File: src/rtl/ram_boot_arb.sv
// Boot shadow-copy of the EEPROM image into SRAM, then round-robin SRAM arbitration between r0 and r1.
// Latency: copy takes 2*COPY_LEN cycles; a request sampled in IDLE at T is acked (with rdata) at T+2.
// Backpressure: requesters hold req/addr/we/wdata until their one-cycle ack; requests during copy wait.
//
// Ports:
//   clk, rst           single clock, synchronous active-low reset
//   done               sticky copy-complete flag
//   rom_a/rom_oe_n/rom_d                      EEPROM read side
//   ram_a/ram_ce_n/ram_oe_n/ram_we_n          SRAM control (all strobes active-low, registered)
//   ram_d_o/ram_d_i                           SRAM write / read data
//   rN_req/rN_we/rN_addr/rN_wdata/rN_ack      requester N (0 = fetch, 1 = data)
//   rdata                                     read data, valid in the ack cycle
module ram_boot_arb #(
    parameter int ADDR_W   = 12,
    parameter int DATA_W   = 8,
    parameter int COPY_LEN = 4096
) (
    input  logic              clk,
    input  logic              rst,
    output logic              done,
    output logic [ADDR_W-1:0] rom_a,
    output logic              rom_oe_n,
    input  logic [DATA_W-1:0] rom_d,
    output logic [ADDR_W-1:0] ram_a,
    output logic              ram_ce_n,
    output logic              ram_oe_n,
    output logic              ram_we_n,
    output logic [DATA_W-1:0] ram_d_o,
    input  logic [DATA_W-1:0] ram_d_i,
    input  logic              r0_req,
    input  logic              r0_we,
    input  logic [ADDR_W-1:0] r0_addr,
    input  logic [DATA_W-1:0] r0_wdata,
    output logic              r0_ack,
    input  logic              r1_req,
    input  logic              r1_we,
    input  logic [ADDR_W-1:0] r1_addr,
    input  logic [DATA_W-1:0] r1_wdata,
    output logic              r1_ack,
    output logic [DATA_W-1:0] rdata
);

    typedef enum logic [1:0] {
        COPY_RD = 2'd0,
        COPY_WR = 2'd1,
        IDLE    = 2'd2,
        ACC     = 2'd3
    } state_t;

    // Terminal count is compared in ADDR_W bits so a full-size copy
    // (COPY_LEN = 2^ADDR_W) stops at the last address instead of wrapping.
    localparam logic [ADDR_W-1:0] LAST = ADDR_W'(COPY_LEN - 1);

    state_t              state_q, state_d;
    logic [ADDR_W-1:0]   cnt_q, cnt_d;
    logic                done_q, done_d;
    logic                rr_q, rr_d;       // index of the requester favoured on a tie
    logic                gnt_q, gnt_d;     // index of the requester owning the current ACC
    logic                acc_we_q, acc_we_d;

    // Every output is a register loaded with the value belonging to the
    // state being entered, so the pins always reflect the current state.
    logic [ADDR_W-1:0]   rom_a_q, rom_a_d;
    logic                rom_oe_n_q, rom_oe_n_d;
    logic [ADDR_W-1:0]   ram_a_q, ram_a_d;
    logic                ram_ce_n_q, ram_ce_n_d;
    logic                ram_oe_n_q, ram_oe_n_d;
    logic                ram_we_n_q, ram_we_n_d;
    logic [DATA_W-1:0]   ram_d_o_q, ram_d_o_d;
    logic                r0_ack_q, r0_ack_d;
    logic                r1_ack_q, r1_ack_d;
    logic [DATA_W-1:0]   rdata_q, rdata_d;

    // Arbitration selection
    logic                win;
    logic                sel_we;
    logic [ADDR_W-1:0]   sel_addr;
    logic [DATA_W-1:0]   sel_wdata;

    always_comb begin
        win       = 1'b0;
        sel_we    = 1'b0;
        sel_addr  = '0;
        sel_wdata = '0;

        // Tie goes to the pointer; a lone requester always wins.
        if (r0_req && r1_req) begin
            win = rr_q;
        end else begin
            win = r1_req;
        end

        if (win) begin
            sel_we    = r1_we;
            sel_addr  = r1_addr;
            sel_wdata = r1_wdata;
        end else begin
            sel_we    = r0_we;
            sel_addr  = r0_addr;
            sel_wdata = r0_wdata;
        end
    end

    always_comb begin
        state_d    = state_q;
        cnt_d      = cnt_q;
        done_d     = done_q;
        rr_d       = rr_q;
        gnt_d      = gnt_q;
        acc_we_d   = acc_we_q;
        rom_a_d    = rom_a_q;
        rom_oe_n_d = 1'b1;
        ram_a_d    = ram_a_q;
        ram_ce_n_d = 1'b1;
        ram_oe_n_d = 1'b1;
        ram_we_n_d = 1'b1;
        ram_d_o_d  = ram_d_o_q;
        r0_ack_d   = 1'b0;
        r1_ack_d   = 1'b0;
        rdata_d    = rdata_q;

        case (state_q)
            COPY_RD: begin
                // ROM byte lands directly in the write-data register that
                // drives the SRAM during the following COPY_WR.
                state_d    = COPY_WR;
                ram_ce_n_d = 1'b0;
                ram_we_n_d = 1'b0;
                ram_d_o_d  = rom_d;
            end

            COPY_WR: begin
                if (cnt_q == LAST) begin
                    state_d = IDLE;
                    done_d  = 1'b1;
                end else begin
                    state_d    = COPY_RD;
                    cnt_d      = cnt_q + 1'b1;
                    rom_a_d    = cnt_q + 1'b1;
                    ram_a_d    = cnt_q + 1'b1;
                    rom_oe_n_d = 1'b0;
                end
            end

            IDLE: begin
                if (r0_req || r1_req) begin
                    state_d    = ACC;
                    gnt_d      = win;
                    rr_d       = ~win;
                    acc_we_d   = sel_we;
                    ram_a_d    = sel_addr;
                    ram_ce_n_d = 1'b0;
                    if (sel_we) begin
                        ram_we_n_d = 1'b0;
                        ram_d_o_d  = sel_wdata;
                    end else begin
                        ram_oe_n_d = 1'b0;
                    end
                end
            end

            ACC: begin
                state_d = IDLE;
                if (!acc_we_q) begin
                    rdata_d = ram_d_i;
                end
                if (gnt_q) begin
                    r1_ack_d = 1'b1;
                end else begin
                    r0_ack_d = 1'b1;
                end
            end

            default: begin
                state_d = COPY_RD;
            end
        endcase
    end

    always_ff @(posedge clk) begin
        if (!rst) begin
            state_q    <= COPY_RD;
            cnt_q      <= '0;
            done_q     <= 1'b0;
            rr_q       <= 1'b0;
            gnt_q      <= 1'b0;
            acc_we_q   <= 1'b0;
            rom_a_q    <= '0;
            rom_oe_n_q <= 1'b0;
            ram_a_q    <= '0;
            ram_ce_n_q <= 1'b1;
            ram_oe_n_q <= 1'b1;
            ram_we_n_q <= 1'b1;
            ram_d_o_q  <= '0;
            r0_ack_q   <= 1'b0;
            r1_ack_q   <= 1'b0;
            rdata_q    <= '0;
        end else begin
            state_q    <= state_d;
            cnt_q      <= cnt_d;
            done_q     <= done_d;
            rr_q       <= rr_d;
            gnt_q      <= gnt_d;
            acc_we_q   <= acc_we_d;
            rom_a_q    <= rom_a_d;
            rom_oe_n_q <= rom_oe_n_d;
            ram_a_q    <= ram_a_d;
            ram_ce_n_q <= ram_ce_n_d;
            ram_oe_n_q <= ram_oe_n_d;
            ram_we_n_q <= ram_we_n_d;
            ram_d_o_q  <= ram_d_o_d;
            r0_ack_q   <= r0_ack_d;
            r1_ack_q   <= r1_ack_d;
            rdata_q    <= rdata_d;
        end
    end

    assign done     = done_q;
    assign rom_a    = rom_a_q;
    assign rom_oe_n = rom_oe_n_q;
    assign ram_a    = ram_a_q;
    assign ram_ce_n = ram_ce_n_q;
    assign ram_oe_n = ram_oe_n_q;
    assign ram_we_n = ram_we_n_q;
    assign ram_d_o  = ram_d_o_q;
    assign r0_ack   = r0_ack_q;
    assign r1_ack   = r1_ack_q;
    assign rdata    = rdata_q;

endmodule

File: config.mk
export PLATFORM = sky130hd
export DESIGN_NAME = ram_boot_arb
export DESIGN_NICKNAME = d
export VERILOG_FILES = /design/src/rtl/ram_boot_arb.sv
export SDC_FILE = /design/constraint.sdc
export NUM_CORES = 1
export LEC_CHECK = 0
export CAP_MARGIN = 15
export CORE_MARGIN = 4
export CORE_UTILIZATION = 46
export DETAILED_ROUTE_END_ITERATION = 10
export GPL_ROUTABILITY_DRIVEN = 0
export GPL_TIMING_DRIVEN = 0
export PLACE_DENSITY = 0.87
export SETUP_SLACK_MARGIN = 0.2
export SYNTH_ARGS = -nofsm -noshare
export SYNTH_HDL_FRONTEND = slang
export SYNTH_SLANG_ARGS = --single-unit
File: constraint.sdc
create_clock -name clk -period 4.1 [get_ports clk]
set_clock_uncertainty 0.1 [all_clocks]
set_input_delay 1.025 -clock clk [delete_from_list [all_inputs] [get_ports clk]]
set_output_delay 1.025 -clock clk [all_outputs]
set_load 0.05 [all_outputs]
# [Word-level counts from Yosys, hierarchy flattened]
# Index checks and enable logic that the tools add are counted.
# W data, S select, Z words.
[word_totals] register_bits=52 in_bits=62 output_inout_bits=47 word_cells=62
[classes] n_addsub=1 n_eq_ne=7 n_mux=23 n_bitwise=3 n_reduce_logical=13
[op_table] cell="$mux W12" n=3
[op_table] cell="$mux W8" n=3
[op_table] cell="$pmux W12 S2" n=1
[op_table] cell="$pmux W8 S2" n=1
[op_table] cell="$add A12 B1 Y12 const B" n=1
[op_table] cell="$eq A12 B12 Y1 const B" n=1
[op_table] cell="$mux W1" n=10
[op_table] cell="$reduce_and A2 Y1" n=5
[op_table] cell="$reduce_and A3 Y1" n=3
[op_table] cell="$pmux W2 S4" n=1
[op_table] cell="$ne A2 B2 Y1 const B" n=3
[op_table] cell="$eq A2 B2 Y1 const B" n=2
[op_table] cell="$mux W2" n=2
[op_table] cell="$pmux W1 S2" n=2
[op_table] cell="$reduce_bool A2 Y1" n=2
[op_table] cell="$not A1 Y1" n=3
[op_table] cell="$eq A2 B1 Y1 const B" n=1
[op_table] cell="$logic_not A2 Y1" n=1
[op_table] cell="$logic_and A1 B1 Y1" n=1
[op_table] cell="$logic_or A1 B1 Y1" n=1

# [Logic depth before layout (Yosys ltp)]
[logic_depth] word_depth=6 mapped_depth=8 depth_no_buf=6

# [Worst setup path before layout]
# OpenSTA, ideal clock, no wires.
[synth_timing] path_kind="input-to-reg" startpoint="input r0_req" endpoint="register ram_a_q[4] (netlist: ram_a[4])" setup_time_ps=120 t_arrival_ps=1979 required_time_ps=3880 slack_ps=1900 cell_stages=6 n_path_buf=1 cell_sequence="inv_2 o21ai_2 buf_2 mux2_1 o211ai_1 a21boi_1"
[synth_via] elab_chain_cells=5 word_cells_on_any_way=8 cone_classes="eq/ne: 1; mux: 4; reduce/logical: 3"
[synth_lines] element="from (decl)" line_no="30" text="input logic r0_req,"
[synth_lines] element="$logic_and A1 B1 Y1" line_no="87" text="if (r0_req && r1_req) begin"
[synth_lines] element="$mux W1" line_no="87"
[synth_lines] element="$mux W12" line_no="93" text="if (win) begin"
[synth_lines] element="$mux W12" line_no="146" text="if (r0_req || r1_req) begin"
[synth_lines] element="$pmux W12 S2" line_no="122" text="case (state_q)"
[synth_lines] element="to (signal assigned)" line_no="207" text="ram_a_q <= ram_a_d;"
[synth_lines] element="to (decl)" line_no="65" text="logic [ADDR_W-1:0] ram_a_q, ram_a_d;"
# Parallel ways exist; a longest one is shown, timed or not. The select of a mux whose other input is x is not followed.
# A chain may end at the register's enable or synchronous reset.

# [Final worst setup path]
[layout_timing] startpoint="register rom_a_q[4] (netlist: rom_a[4])" endpoint="output rom_a[4]"
[layout_rtl] element="from (decl)" line_no="63" text="logic [ADDR_W-1:0] rom_a_q, rom_a_d;"
[layout_rtl] element="from (signal assigned)" line_no="205" text="rom_a_q <= rom_a_d;"
[layout_rtl] element="to (decl)" line_no="21" text="output logic [ADDR_W-1:0] rom_a,"
# No word-level cell between the ends.

==> impl_metrics.json <==
{
  "ff_latch_area_sq_mm": 0.001041,
  "grt_max_degree": 16,
  "worstMarginPinSlew_ns": 0.5291,
  "cts.sinks": 52,
  "synth-seq-area-share": 0.4014,
  "finalHoldViolations": 0,
  "cts-root-buf": "clkbuf_8",
  "std_cell_rows": 27,
  "vias_per_cell": 5.154,
  "cp.required_ns": 2.97,
  "grt_setup_unrepaired": "false",
  "antennaDiodeCount": 0,
  "critPathMaxFanout": 7,
  "postLayoutCellArea_sq_mm": 0.003836,
  "cpPeakStageDelay_ns": 0.87,
  "fin_tns_setup_ns": 0,
  "finish.net_count": 458,
  "core_region_area_sq_mm": 0.005473,
  "ys_seq_elements": 52,
  "cp.arrival_ns": 1.66,
  "hp-class": "reg -> reg",
  "drv_cap": 0,
  "yosys.area.top_type": "dfxtp_1",
  "syn_area_per_cell_sq_um": 9.230,
  "drive_above_1_share": 0.1063,
  "die_area_sq_mm": 0.006904,
  "antenna_found_initial": 0,
  "hold_buffers": 0,
  "grt_usage": 0.2053,
  "relSlewSlack": 0.6462,
  "cp_top_family": "buffers and inverters",
  "p_leak_nw": 1.520,
  "wl_per_cell_microns": 15.01,
  "first_pass_iters": 4,
  "cp-start-kind": "register",
  "hpwl_microns": 5502,
  "cts_resized": 0,
  "cts_buffers": 5,
  "grt_pass1_wl_microns": 11840,
  "multiInputGateArea_sq_mm": 0.001435,
  "ys_warn_count": 0,
  "clkLatencyLatePin_ns": 0.30,
  "overflow": 0,
  "syn-num-nets": 344,
  "cts_max_level": 2,
  "cts_tree": "built",
  "setup_viol": 0,
  "num-fill-cells": 446,
  "critPathBufInv": 1,
  "post_cts_buffers": 0,
  "synthCells": 281,
  "finish.utilization": 0.7010,
  "fp.dieW_microns": 83.09,
  "grt_pass1_vias": 2434,
  "fmax_mhz": 359.4,
  "cts.clk_slew.worst_paths_ns": 0.09,
  "drc": 0,
  "status": "completed",
  "fin_crit_ns": 2.783,
  "postRouteAntennaNets": 0,
  "dieHeight_microns": 83.09,
  "drt_iter0_markers": 118,
  "ir_worst_vdd_uv": 194.9,
  "drt_wl_total_microns": 7011,
  "synth_cell_types": 45,
  "syn_to_final_growth_pct": 47.90,
  "initial_core_util": 0.4739,
  "power.total_mw": 1.001,
  "io_pins": 109,
  "synthTopCellsByArea": "dfxtp_1, mux2i_1, xnor2_1",
  "slowest_stage": "clkdlybuf4s50_1",
  "io_buffers": 107,
  "end_kind": "output pin",
  "synth_top_area_frac": 0.4014,
  "whs_ns": 0.3252,
  "critPathKind": "reg -> out",
  "dpl_cell_area_sq_mm": 0.003755,
  "post-route-period-util": 0.6787,
  "clk_path_buf_depth": 2,
  "drv_slew": 0,
  "path_cells": "clkdlybuf4s50_1",
  "vias": 2407,
  "power.density_mw_per_mm2": 260.8,
  "synth_area_sq_mm": 0.002594
}
-- cells in the mapped netlist, drive strengths merged --
cell,n
dfxtp,52
nand3,26
mux2i,23
o21ai,22
nand2,21
nor2b,15
xnor2,15
mux2,12
and2,10
buf,10
nor2,10
a22o,8
clkbuf,8
inv,6
nand4,6
xor2,6
a21oi,5
nor3,5
a21boi,4
o211ai,3
and3,2
and4,2
nand2b,2
nand3b,2
a31oi,1
ha,1
nor4,1
o211a,1
o21a,1
or2,1
-- cells in the final DEF, fill, tap and decap left out, types with 5 or more instances in the layout --
cell / Yosys / final
mux2i_1: 23 / 23
xnor2_1: 15 / 15
nand2_1: 19 / 19
nor2_1: 9 / 9
clkdlybuf4s50_1: 0 / 107
mux2_2: 8 / 8
nand3_1: 24 / 24
nor2b_1: 15 / 15
inv_1: 5 / 5
clkbuf_8: 0 / 5
and2_1: 10 / 10
xor2_1: 6 / 6
dfxtp_1: 52 / 52
o21ai_1: 18 / 18
a22o_1: 8 / 8
buf_2: 6 / 6
nand4_1: 5 / 5
clkbuf_1: 7 / 7
-- sequential cells by signal, indices dropped and copies added (netlist names) --
register / cells
acc_we_q: 1
done: 1
gnt_q: 1
r0_ack: 1
r1_ack: 1
ram_a: 12
ram_ce_n: 1
ram_d_o: 8
ram_oe_n: 1
ram_we_n: 1
rdata: 8
rom_a: 12
rom_oe_n: 1
rr_q: 1
state_q: 2
-- metrics by stage --
step	std cells	worst slack [ns]
2_1_floorplan	281	1.900
3_3_place_gp	460	1.127
3_5_place_dp	460	1.111
4_1_cts	467	1.305
5_1_grt	467	1.262
6_report	467	1.317
-- per-layer routing --
layer | vias up | track usage | wire length (microns)
met4 | 0 | 0.06241 | 107
met3 | 9 | 0.05556 | 465
met5 | - | 0 | 0
met1 | 1117 | 0.2584 | 3114
met2 | 80 | 0.3418 | 3323
li1 | 1201 | - | -
-- kinds of logic (layout without fill, tap and decap cells) --
family | after synthesis | count (layout) | share of synthesized area
flip-flops | 52 | 52 | 0.4014
buffers and inverters | 24 | 138 | 0.04534
adder cells (fa/ha/maj) | 1 | 1 | 0.004823
XOR/XNOR | 21 | 21 | 0.07091
AO/OA/AOI/OAI | 45 | 45 | 0.1143
multiplexers | 35 | 35 | 0.1409
AND/OR/NAND/NOR | 103 | 103 | 0.2224
-- final cells by class --
class | instances | share of cell area
Inverter | 6 | 0.005871
Multi-Input combinational cell | 205 | 0.3741
Sequential cell | 52 | 0.2714
Buffer | 18 | 0.02479
Timing Repair Buffer | 107 | 0.2792
Tap cell | 72 | 0.02348
Clock inverter | 2 | 0.003262
Clock buffer | 5 | 0.01794
-- path summary, 6_finish.rpt --
check | startpoint | endpoint | slack, ns | cells past startpoint
setup / recovery | rom_a[4] | rom_a[4] | 1.32 | 1
hold / removal | gnt_q | r0_ack | 0.33 | 1
setup reg to reg | rom_a[0] | ram_a[0] | 2.19 | 7
hold reg to reg | gnt_q | r0_ack | 0.33 | 1
-- power breakdown --
group,switching (mW),internal [mW],total [mW]
combinational,0.0952,0.100,0.195
clock,0.164,0.116,0.279
sequential,0.00886,0.517,0.526
Note: power is estimated with default switching activity, not from simulation.
